## src/rtl/zebra_pkg.sv

```systemverilog
// Shared types and width helpers for the zebra-crossing stripe scanner.
package zebra_pkg;

    typedef enum logic [2:0] {
        IDLE,
        SCAN,
        FLUSH,
        ROW_END,
        DONE
    } state_e;

    localparam int STRIPE_W = 8;
    localparam logic [STRIPE_W-1:0] STRIPE_MAX = {STRIPE_W{1'b1}};

    function automatic int addr_width(input int width, input int height);
        return (width * height > 1) ? $clog2(width * height) : 1;
    endfunction

    function automatic int count_width(input int n);
        return (n > 0) ? $clog2(n + 1) : 1;
    endfunction

endpackage

```

## src/rtl/zebra_run_classifier.sv

```systemverilog
// Measures white runs on one scanline and counts those whose length qualifies as a stripe.
module zebra_run_classifier
    import zebra_pkg::*;
#(
    parameter int MIN_RUN = 8,
    parameter int MAX_RUN = 160
) (
    input  logic                clk,
    input  logic                rst,
    input  logic                valid_i,
    input  logic                pixel_i,
    input  logic                last_i,
    input  logic                clear_i,
    output logic [STRIPE_W-1:0] row_stripes_o
);

    localparam int RUN_W = $clog2(MAX_RUN + 2);
    localparam logic [RUN_W-1:0] RUN_SAT = RUN_W'(MAX_RUN + 1);
    localparam logic [RUN_W-1:0] MIN_L   = RUN_W'(MIN_RUN);
    localparam logic [RUN_W-1:0] MAX_L   = RUN_W'(MAX_RUN);

    logic [RUN_W-1:0]    run_q, run_d, run_inc, close_len;
    logic [STRIPE_W-1:0] stripes_q, stripes_d;
    logic                close_run, is_stripe;

    // NOTE: every signal written here gets a default first so no latch is inferred.
    always_comb begin
        run_inc   = (run_q == RUN_SAT) ? run_q : run_q + RUN_W'(1);
        run_d     = run_q;
        stripes_d = stripes_q;
        close_run = 1'b0;
        close_len = run_q;

        if (valid_i) begin
            if (pixel_i) begin
                run_d = run_inc;
                if (last_i) begin
                    close_run = 1'b1;
                    close_len = run_inc;
                    run_d     = '0;
                end
            end else begin
                close_run = 1'b1;
                run_d     = '0;
            end
        end

        // A zero-length "run" is just consecutive black pixels and never counts.
        is_stripe = close_run && (close_len != '0) &&
                    (close_len >= MIN_L) && (close_len <= MAX_L);
        if (is_stripe && (stripes_q != STRIPE_MAX)) begin
            stripes_d = stripes_q + STRIPE_W'(1);
        end

        if (clear_i) begin
            run_d     = '0;
            stripes_d = '0;
        end
    end

    // NOTE: sequential state uses non-blocking assignments so all registers update together.
    always_ff @(posedge clk or posedge rst) begin
        if (rst) begin
            run_q     <= '0;
            stripes_q <= '0;
        end else begin
            run_q     <= run_d;
            stripes_q <= stripes_d;
        end
    end

    assign row_stripes_o = stripes_q;

endmodule

```

## src/rtl/zebra_stripe_scanner.sv

```systemverilog
// Scans a fixed set of image rows from BRAM, counts stripe-like white runs and votes on a crossing.
module zebra_stripe_scanner
    import zebra_pkg::*;
#(
    parameter int IMG_WIDTH     = 640,
    parameter int IMG_HEIGHT    = 480,
    parameter int NUM_SCANLINES = 8,
    parameter int ROW_START     = 240,
    parameter int ROW_STEP      = 24,
    parameter int MIN_RUN       = 8,
    parameter int MAX_RUN       = 160,
    parameter int MIN_STRIPES   = 3,
    parameter int MIN_VOTES     = 4
) (
    input  logic                                            clk,
    input  logic                                            rst,
    input  logic                                            start,
    output logic                                            busy,
    output logic                                            done,
    output logic                                            crossing_detected,
    output logic [STRIPE_W-1:0]                             stripe_count,
    output logic [count_width(NUM_SCANLINES)-1:0]           vote_count,
    output logic [addr_width(IMG_WIDTH, IMG_HEIGHT)-1:0]    pixel_addr,
    input  logic                                            pixel_data
);

    localparam int ADDR_W = addr_width(IMG_WIDTH, IMG_HEIGHT);
    localparam int VOTE_W = count_width(NUM_SCANLINES);
    localparam int ROW_W  = count_width(NUM_SCANLINES);
    localparam int X_W    = (IMG_WIDTH > 1) ? $clog2(IMG_WIDTH) : 1;

    localparam logic [X_W-1:0]      X_LAST      = X_W'(IMG_WIDTH - 1);
    localparam logic [ROW_W-1:0]    ROW_LAST    = ROW_W'(NUM_SCANLINES - 1);
    localparam logic [STRIPE_W-1:0] MIN_STR_L   = STRIPE_W'(MIN_STRIPES);
    localparam logic [VOTE_W-1:0]   MIN_VOTES_L = VOTE_W'(MIN_VOTES);

    if (ROW_START + (NUM_SCANLINES - 1) * ROW_STEP >= IMG_HEIGHT) begin : g_bad_rows
        $error("zebra_stripe_scanner: last scanline lies at or beyond IMG_HEIGHT");
    end
    if (MIN_RUN > MAX_RUN) begin : g_bad_runs
        $error("zebra_stripe_scanner: MIN_RUN exceeds MAX_RUN");
    end

    function automatic logic [ADDR_W-1:0] row_base(input logic [ROW_W-1:0] k);
        return ADDR_W'((ROW_START + int'(k) * ROW_STEP) * IMG_WIDTH);
    endfunction

    state_e              state_q, state_d;
    logic [X_W-1:0]      x_q, x_d;
    logic [ROW_W-1:0]    row_q, row_d;
    logic [ADDR_W-1:0]   addr_q, addr_d;
    logic [VOTE_W-1:0]   vote_q, vote_d;
    logic [STRIPE_W-1:0] stripe_q, stripe_d;
    logic                det_q, det_d;
    logic                done_q, done_d;
    logic                busy_q, busy_d;
    logic                frame_start;
    logic                pix_valid, pix_last, cls_clear;
    logic [STRIPE_W-1:0] row_stripes;

    // Pixel data lags the address by one cycle, so SCAN x=0 has nothing to process yet.
    assign pix_valid = ((state_q == SCAN) && (x_q != '0)) || (state_q == FLUSH);
    assign pix_last  = (state_q == FLUSH);
    assign cls_clear = (state_q == ROW_END) || frame_start;

    zebra_run_classifier #(
        .MIN_RUN (MIN_RUN),
        .MAX_RUN (MAX_RUN)
    ) u_classifier (
        .clk           (clk),
        .rst           (rst),
        .valid_i       (pix_valid),
        .pixel_i       (pixel_data),
        .last_i        (pix_last),
        .clear_i       (cls_clear),
        .row_stripes_o (row_stripes)
    );

    always_comb begin
        state_d     = state_q;
        x_d         = x_q;
        row_d       = row_q;
        addr_d      = addr_q;
        vote_d      = vote_q;
        stripe_d    = stripe_q;
        det_d       = det_q;
        done_d      = 1'b0;
        frame_start = 1'b0;

        case (state_q)
            IDLE: begin
                if (start) begin
                    frame_start = 1'b1;
                    state_d     = SCAN;
                    x_d         = '0;
                    row_d       = '0;
                    addr_d      = row_base('0);
                    vote_d      = '0;
                    stripe_d    = '0;
                    det_d       = 1'b0;
                end
            end
            SCAN: begin
                if (x_q == X_LAST) begin
                    state_d = FLUSH;
                end else begin
                    x_d    = x_q + X_W'(1);
                    addr_d = addr_q + ADDR_W'(1);
                end
            end
            FLUSH: state_d = ROW_END;
            ROW_END: begin
                if (row_stripes >= MIN_STR_L) begin
                    vote_d = vote_q + VOTE_W'(1);
                end
                if (row_stripes > stripe_q) begin
                    stripe_d = row_stripes;
                end
                if (row_q == ROW_LAST) begin
                    state_d = DONE;
                end else begin
                    state_d = SCAN;
                    row_d   = row_q + ROW_W'(1);
                    x_d     = '0;
                    addr_d  = row_base(row_q + ROW_W'(1));
                end
            end
            DONE: begin
                state_d = IDLE;
                done_d  = 1'b1;
                det_d   = (vote_q >= MIN_VOTES_L);
            end
            default: state_d = IDLE;
        endcase

        // busy stays up through DONE and drops on the edge that raises the done pulse.
        busy_d = (state_d != IDLE);
    end

    always_ff @(posedge clk or posedge rst) begin
        if (rst) begin
            state_q  <= IDLE;
            x_q      <= '0;
            row_q    <= '0;
            addr_q   <= '0;
            vote_q   <= '0;
            stripe_q <= '0;
            det_q    <= 1'b0;
            done_q   <= 1'b0;
            busy_q   <= 1'b0;
        end else begin
            state_q  <= state_d;
            x_q      <= x_d;
            row_q    <= row_d;
            addr_q   <= addr_d;
            vote_q   <= vote_d;
            stripe_q <= stripe_d;
            det_q    <= det_d;
            done_q   <= done_d;
            busy_q   <= busy_d;
        end
    end

    assign busy              = busy_q;
    assign done              = done_q;
    assign crossing_detected = det_q;
    assign stripe_count      = stripe_q;
    assign vote_count        = vote_q;
    assign pixel_addr        = addr_q;

endmodule

```

## config.mk

```make
export PLATFORM = sky130hd
export DESIGN_NAME = zebra_stripe_scanner
export DESIGN_NICKNAME = d
export VERILOG_FILES = /design/src/rtl/zebra_pkg.sv /design/src/rtl/zebra_run_classifier.sv /design/src/rtl/zebra_stripe_scanner.sv
export SDC_FILE = /design/constraint.sdc
export NUM_CORES = 1
export LEC_CHECK = 0
export CELL_PAD_IN_SITES_DETAIL_PLACEMENT = 0
export CELL_PAD_IN_SITES_GLOBAL_PLACEMENT = 1
export CORE_MARGIN = 4
export CORE_UTILIZATION = 45
export CTS_CLUSTER_DIAMETER = 60
export DETAILED_ROUTE_END_ITERATION = 16
export PLACE_DENSITY_LB_ADDON = 0.1
export SLEW_MARGIN = 30
export SYNTH_ARGS = -nofsm -noshare
export SYNTH_HDL_FRONTEND = slang
export SYNTH_SLANG_ARGS = --single-unit
```

## constraint.sdc

```tcl
create_clock -name clk -period 5.28 [get_ports clk]
set_input_delay 1.056 -clock clk [delete_from_list [all_inputs] [get_ports clk]]
set_output_delay 1.056 -clock clk [all_outputs]
set_load 0.05 [all_outputs]
```

After elaboration in Yosys (flattened, before gate mapping) --
Index checks and enable logic that the tools add are counted.
Operators by class: $add $sub $neg 7, $mul 2, order comparisons 5, equal/unequal tests 13, mux-type cells 38, reduce and logical (&&, ||, !) cells 21
Operator list (count):
- 8-bit 2-to-1 mux | 12
- 19-bit 2-to-1 mux | 3
- 19-bit case mux with 3 select lines | 1
- 10-bit 2-to-1 mux | 3
- 10-bit case mux with 3 select lines | 1
- 19-bit by 1-bit adder with 19-bit output (second input constant) | 1
- 8-bit by 1-bit adder with 8-bit output (second input constant) | 2
- 4-bit case mux with 2 select lines | 2
- 8-bit case mux with 2 select lines | 1
- 10-bit by 3-bit multiplier with 12-bit output (second input constant) | 1
- 4-bit 2-to-1 mux | 3
- 3-bit case mux with 4 select lines | 1
- 10-bit by 1-bit adder with 10-bit output (second input constant) | 1
- 8-bit by 9-bit adder with 10-bit output (first input constant) | 1
- 10-bit == test (second input constant) | 1
- 10-bit nonzero test | 1
- 3-bit 2-to-1 mux | 3
- 3-bit AND reduction | 3
- 4-bit by 1-bit adder with 4-bit output (second input constant) | 2
- 8-bit == test (second input constant) | 1
- 8-bit by 2-bit greater-or-equal comparator with 1-bit output (second input constant) | 1
- 8-bit by 4-bit greater-or-equal comparator with 1-bit output (second input constant) | 1
- 8-bit > comparator | 1
- 8-bit less-or-equal comparator (second input constant) | 1
- other kinds (19) | 38
Storage, ports and cells: flip-flop bits (word level) 67, input bits 4, output and inout port bits 34, logic and storage cells 97

Depth between registers and ports, before layout --
Gate-level depths: netlist of run 1.
word-level depth 12, depth in mapped cells 20, depth with buffers taken out 19

Cells and area by module --
A second synthesis of run 1 with hierarchy kept.
Second synthesis, totals: cells, all modules 510, area, all modules 4520.6 µm²
By module, submodules not included:
- zebra_stripe_scanner | times used 1, cells an instance 388, area an instance 3410.8 µm²
- zebra_run_classifier | times used 1, cells an instance 122, area an instance 1109.8 µm²

Least setup slack after synthesis of run 1 --
No wires, ideal clock.
path kind reg2reg, start register row_q[0], end register addr_q[17], in the netlist pixel_addr[17], arrival 4.080 ns, required time 5.152 ns, slack 1.073 ns, stages on the path, launching flop included 19, buffers on the path 1, clock period less this slack 4.207 ns, cells stage by stage dfrtp_1 ha_1 xor2_1 ha_1 clkbuf_1 and3_1 a211o_1 and2_1 a31o_2 a41oi_1 a21oi_1 ha_1 ha_1 a21o_1 a21oi_1 xnor2_1 a21oi_1 a21oi_1 a2bb2oi_1
Between the ends: cells in the longest elaborated chain, start to end 6, elaborated cells on any way between the ends 9, those cells by class add/sub (2); mul (2); eq/ne (2); mux (2); reduce/logical (1)
RTL lines:
- from (decl) | line zebra_stripe_scanner.sv:50 | logic [ROW_W-1:0] row_q, row_d;
- from (signal assigned) | line zebra_stripe_scanner.sv:154 | row_q <= row_d;
- 4-bit by 1-bit adder with 4-bit output | line zebra_stripe_scanner.sv:125 | addr_d = row_base(row_q + ROW_W'(1));
- 4-bit by 2-bit multiplier with 6-bit output | line zebra_stripe_scanner.sv:45 | return ADDR_W'((ROW_START + int'(k) * ROW_STEP) * IMG_WIDTH);
- 8-bit by 9-bit adder with 10-bit output | line zebra_stripe_scanner.sv:45
- 10-bit by 3-bit multiplier with 12-bit output | line zebra_stripe_scanner.sv:45
- 19-bit 2-to-1 mux | line zebra_stripe_scanner.sv:119 | if (row_q == ROW_LAST) begin
- 19-bit case mux with 3 select lines | line zebra_stripe_scanner.sv:90 | case (state_q)
- to (signal assigned) | line zebra_stripe_scanner.sv:155 | addr_q <= addr_d;
- to (decl) | line zebra_stripe_scanner.sv:51 | logic [ADDR_W-1:0] addr_q, addr_d;
Parallel ways exist; a longest one is shown, timed or not. The select of a mux whose other input is x is not followed. A chain may end at the register's enable or synchronous reset.

Worst setup path after layout of run 1 --
start register row_q[0], end register addr_q[18], in the netlist pixel_addr[18]
Same word-level chain as after synthesis.

==> impl_metrics.yaml, run 1 <==
run_status:
  status: "completed"
logic_synthesis:
  ys.flop_type: "dfrtp_1"
  synth_async_sr_flop_share_pct: 100
  synth_cell_types: 66
  ys_seq_area_share_pct: 37.3
  syn_nets: 538
  syn_area_mm2: 0.00449
  ys_seq_elements: 67
  synth_area_leaders: "dfrtp_1 37%, ha_1 8.9%, nand2_1 4.2%, nor2_1 4.2%, o21ai_0 4.1%"
  yosysTopAreaCellShare_pct: 37.3
  synth_top_area_cell: "dfrtp_1"
  syn_inst: 500
  synth-edff-count: 0
  yosys_warnings: 0
  avgSynthCellArea_um2: 8.98
place:
  dp.cells: 656
  gp_congestion: 0.859
  placed_area_mm2: 0.00497
  dp_hpwl_um: 7590
  io_buffers: 37
floorplan:
  core_area_mm2: 0.00973
  chipHeight_um: 108
  start_util_pct: 46.2
  chipWidth_um: 108
  ioPinCount: 38
  die_area_mm2: 0.0116
  rows: 36
timing:
  tns_ns: 0
  fin_skew_ns: 0.00968
  final.min_clock_period_ns: 4.49
  final_max_slew_viol_count: 0
  fmax_mhz: 223
  finalSetupViolCount: 0
  maxSlewHeadroom_pct: 47.1
  period_share_pct: 85.0
  rsz0062_at_grt: "false"
  worst_slew_pin_slew_ns: 0.793
  hold_viol_final: 0
flow_run:
  maxCapViolCount: 0
setup_path:
  worstReg2RegStart: "row_q[0]"
  r2r-end: "pixel_addr[18]"
  arrival_ns: 4.73
  endpoint_kind: "register"
  cp-startpoint: "row_q[0]"
  critPathMaxStageDelay_ns: 0.49
  cpMostUsedCell: "ha_1"
  path_cells: "ha_1, xor2_1, ha_1, and3_1, a211o_1, and2_1, a31o_2, a41oi_1, a21oi_1, ha_1, ha_1, o21ai_0, o21bai_1, a21oi_1, xnor2_1, o32a_1, o22ai_1"
  reg2reg_slack_ns: 0.79
  cp_data_required_time_ns: 5.52
  r2r_cells: 17
  cp-start-kind: "register"
  cp_max_fo: 9
  path_class: "register to register"
  crit_slowest_cell: "dfrtp_1"
cts:
  ctsHoldBuffers: 0
  clk_pin_slew_ns: 0.08
  cts.sinks: 67
  postCtsSetupBuffers: 0
  cts_buffer_depth: 2
  insertion_delay_ns: 0.37
  tritoncts: "yes"
  cts_buffers: 9
  cts_resized: 0
  htreeDepth: 3
  cts_root_buf: "clkbuf_8"
grt:
  grt_overflow: 0
  grt_pass1_vias: 3721
  grt_max_degree: 43
  grt_first_pass_wirelength_um: 18800
  track_usage_pct: 20.4
  grt_antenna_before_repair: 0
final_layout:
  final_area_mm2: 0.00520
  area_delta_synth_final_pct: 15.7
  antenna_cells: 0
  drive_gt1_share_pct: 6.51
  final_nets: 572
  final_cells: 671
power:
  ir_worst_vdd_mv: 0.121
  p_total_mw: 1.08
  p_leak_nw: 2.19
  power.density_mw_per_mm2: 207
routing:
  drtPass1Iterations: 4
  wire_per_inst_um: 16.0
  viasPerCell: 5.61
  routed-via-count: 3764
  drt-initial-drc-count: 221
  wl_um: 10800
  antenna_left: 0
  route.detailed.drc: 0
hold_path:
  min_path_type: "register to register"
  min_to: "crossing_detected"
  hp-start: "crossing_detected"
  min_delay_path_depth: 2
==> sequential cells by signal (all words and copies together), names as in the netlist <==
name	count
state_q	3
crossing_detected	1
stripe_count	8
row_q	4
u_classifier.run_q	8
done	1
vote_count	4
u_classifier.row_stripes_o	8
x_q	10
pixel_addr	19
busy	1
==> cells in the mapped netlist (all sizes together) (5+ instances only) <==
| library cell | instances |
|---|---|
| nand2 | 50 |
| a21oi | 16 |
| nor3 | 15 |
| and3 | 7 |
| dfrtp | 67 |
| a21o | 5 |
| nor4 | 6 |
| a31oi | 5 |
| a41oi | 5 |
| o21a | 5 |
| ha | 32 |
| mux2i | 11 |
| nand3 | 24 |
| inv | 29 |
| and2 | 6 |
| nor2 | 50 |
| nand4 | 9 |
| buf | 5 |
| and4 | 7 |
| xor2 | 13 |
| o21ai | 37 |
| xnor2 | 17 |
| clkbuf | 11 |
| or3 | 6 |
==> layer usage <==
layer  track usage (%)  share of wire (%)
met5                 0                  0
met4              7.66                1.8
met3              3.24                2.7
met2              32.5                 47
met1              28.0                 48
==> metrics by stage <==
step                      hold WS, ns  setup slack, ns  util (%)
final                           0.517            0.791      53.4
after global placement          0.488            0.973      51.0
after floorplan                 0.470             1.07         -
after detailed placement        0.511            0.802      51.0
after CTS                       0.527            0.783      53.4
after global routing            0.537            0.420      53.4
==> power breakdown <==
| part | total, mW | switching [mW] | internal (mW) |
|---|---|---|---|
| registers | 0.522 | 0.00582 | 0.516 |
| logic | 0.0337 | 0.0219 | 0.0118 |
| clock network | 0.523 | 0.212 | 0.310 |
| total | 1.08 | 0.240 | 0.838 |
==> layout make-up <==
class | count | area [µm²]
Clock buffer | 10 | 128
Clock inverter | 5 | 103
Fill cell | 962 | 4530
Inverter | 29 | 110
Multi-Input combinational cell | 388 | 2630
Sequential cell | 67 | 1680
Tap cell | 133 | 166
Timing Repair Buffer | 39 | 385
==> cell usage in the layout, fill, tap and decap left out, drive strengths merged, types with 13 or more instances in the layout <==
cell           count
nand3             24
a21oi             16
clkdlybuf4s50     37
inv               28
nor2              50
dfrtp             67
xor2              13
nor3              15
ha                32
xnor2             17
nand2             50
o21ai             37
==> critical path: cells and delay by family, from the launching register on <==
kind                     cells  cell delay (ns)
AND/OR/NAND/NOR              2             0.42
adder cells (fa/ha/maj)      4             1.36
flip-flops                   1             0.49
XOR/XNOR                     2             0.55
AO/OA/AOI/OAI                9             1.55
==> kinds of logic after synthesis <==
kind of cell,after synthesis,synth area share [%]
AOI/OAI and AO/OA,106,16.3
buffers and inverters,45,4.15
muxes,15,3.45
DFF,67,37.3
xor gates and xnor gates,30,5.85
and+or+nand+nor,203,23.1
adders and majority gates,34,9.80
==> how the worst max path moves through the flow <==
| stage | depth (start not counted) | endpoint | slack (ns) |
|---|---|---|---|
| finish | 17 | pixel_addr[18] | 0.79 |
| global route | 17 | pixel_addr[17] | 0.42 |
| CTS | 17 | pixel_addr[18] | 0.78 |
| detailed placement | 17 | pixel_addr[17] | 0.80 |
| global placement | 17 | pixel_addr[17] | 0.97 |
| floorplan | 18 | pixel_addr[17] | 1.07 |
Note: power is estimated with default switching activity, not from simulation.
==> run 2: changes to the inputs <==
SETUP_SLACK_MARGIN = 0.2   (was unset)
TNS_END_PERCENT = 20   (was unset)
==> results of run 2 <==
Same layout as run 1: the final DEF is identical, and so are final timing and power.
==> run 3: changes to the inputs <==
CAP_MARGIN = 20   (was unset)
GPL_TIMING_DRIVEN = 0   (was unset)
==> impl_metrics.yaml, run 3 (same netlist as run 1, synthesis figures left out) <==
power:
  ir_worst_vdd_mv: 0.101
  power.density_mw_per_mm2: 199
  p_leak_nw: 2.23
setup_path:
  path_cells: "ha_1, a21bo_2, and2_1, inv_1, ha_1, clkbuf_1, and3_1, a211o_1, and2_1, a31o_2, a41oi_1, a21oi_1, ha_1, ha_1, o21ai_0, o21bai_1, a21oi_1, xnor2_1, o32a_1, o22ai_1"
  path_delay_family: "compound AO/OA/AOI/OAI gates"
  endpoint_kind: "register"
  cp_max_fo: 9
  arrival_ns: 4.87
  crit_slowest_cell: "dfrtp_1"
  cp_data_required_time_ns: 5.51
  critPathMaxStageDelay_ns: 0.47
  cpMostUsedCell: "ha_1"
  reg2reg_slack_ns: 0.64
  cp-start-kind: "register"
  path_class: "register to register"
  path_buf_inv: 2
final_layout:
  final_cell_mix: "67 x dfrtp_1, 50 x nor2_1, 50 x nand2_1, 37 x o21ai_0, 37 x clkdlybuf4s50_1"
  regArea_mm2: 0.00168
  utilization_pct: 54.3
  final_nets: 587
  area_delta_synth_final_pct: 17.7
  largest_register_ffs: 19
  antenna_cells: 0
  num-fill-cells: 946
  final_common_cell: "dfrtp_1"
  drive_gt1_share_pct: 7.58
  multi_input_area_mm2: 0.00264
cts:
  htreeDepth: 3
  cts_root_buf: "clkbuf_8"
  cts_buffer_depth: 2
  ctsHoldBuffers: 0
  clk_pin_slew_ns: 0.08
  tritoncts: "yes"
  insertion_delay_ns: 0.36
  cts.sinks: 67
  cts_buffers: 9
routing:
  route.detailed.drc: 0
  drtPass1Iterations: 4
  viasPerCell: 5.61
  drt-initial-drc-count: 201
  wire_per_inst_um: 15.8
  wl_um: 10900
  routed-via-count: 3851
  antenna_left: 0
grt:
  grt_overflow: 0
  grt_first_pass_wirelength_um: 19000
  grt_use_met1_pct: 27.5
  grt_max_degree: 42
  grt_antenna_before_repair: 0
  grt_pass1_vias: 3817
  busiest_layer: "met2"
  grt_use_met2_pct: 32.8
  gr-usage-met3_pct: 5.10
  track_usage_pct: 20.3
timing:
  fin_skew_ns: 0.0109
  worst_slew_pin_slew_ns: 0.656
  tns_ns: 0
  period_share_pct: 87.8
  finalSetupViolCount: 0
  final_max_slew_viol_count: 0
  hold_viol_final: 0
  fmax_mhz: 216
  rsz0062_at_grt: "false"
  final.min_clock_period_ns: 4.64
  maxSlewHeadroom_pct: 56.3
run_status:
  status: "completed"
floorplan:
  chipHeight_um: 108
  rows: 36
  chipWidth_um: 108
  die_area_mm2: 0.0116
  ioPinCount: 38
  start_util_pct: 46.2
  core_area_mm2: 0.00973
place:
  io_buffers: 37
  gp_congestion: 0.826
  dp_hpwl_um: 7900
flow_run:
  maxCapViolCount: 0
hold_path:
  min_path_type: "register to register"
[run 3: cell count changes in the layout (fill, tap and decap cells not counted), sizes merged]
cell      previous run  this run
inv                 28        29
clkinvlp             1         2
bufinv               3         2
clkbuf              10        21
buf                  2         6
[run 3: through the flow]
step / total power, mW / instance area, µm² / hold slack [ns] / instances / setup WS (ns)
5_1_grt: 1.10 / 5290 / 0.547 / 687 / 0.314
3_3_place_gp: 0.565 / 5030 / 0.491 / 670 / 0.559
2_1_floorplan: 0.554 / 4490 / 0.470 / 500 / 1.07
3_5_place_dp: 0.568 / 5050 / 0.501 / 671 / 0.532
6_report: 1.05 / 5290 / 0.510 / 687 / 0.644
4_1_cts: 1.07 / 5280 / 0.516 / 687 / 0.502
[run 3: what timing repair did]
| action | 4_1_cts | 5_1_grt |
|---|---|---|
| setup endpoints to repair | 0 | 1 |
| gates resized for setup | 0 | 1 |
| setup buffers | 0 | 0 |
[run 3: cell type report]
cell class                      instances  share of cell area (%)
Tap cell                              133                    3.15
Clock inverter                          6                    1.68
Inverter                               29                    2.11
Buffer                                 16                    1.47
Clock buffer                           10                    2.60
Timing Repair Buffer                   38                    7.39
Sequential cell                        67                    31.7
Multi-Input combinational cell        388                    49.9
[run 3: final timing paths]
check                                   from                end  depth (start not counted)
max                                 row_q[2]     pixel_addr[18]                         20
min                        crossing_detected  crossing_detected                          2
max reg2reg                         row_q[2]     pixel_addr[18]                         20
min reg2reg                crossing_detected  crossing_detected                          2
max in group asynchronous                rst      vote_count[0]                          3
min in group asynchronous                rst             x_q[7]                          2
[run 3: worst min-delay path, cell delays in order (launching register included)]
cell and delay (ns):
dfrtp_1 0.35, nand3_1 0.06, o21ai_0 0.07
[run 3: report_power, final]
part,total [mW],switching (mW),internal (mW),leakage (nW)
Clock,0.494,0.215,0.279,0.108
Sequential,0.521,0.00570,0.516,0.830
Combinational,0.0349,0.0218,0.0131,1.29
Total,1.05,0.243,0.807,2.23
[run 3: routing by layer]
layer / part of all wire [%] / vias up
met5: 0 / -
met4: 0.84 / 0
met3: 3.4 / 6
met2: 48 / 54
met1: 47 / 1893
li1: - / 1898
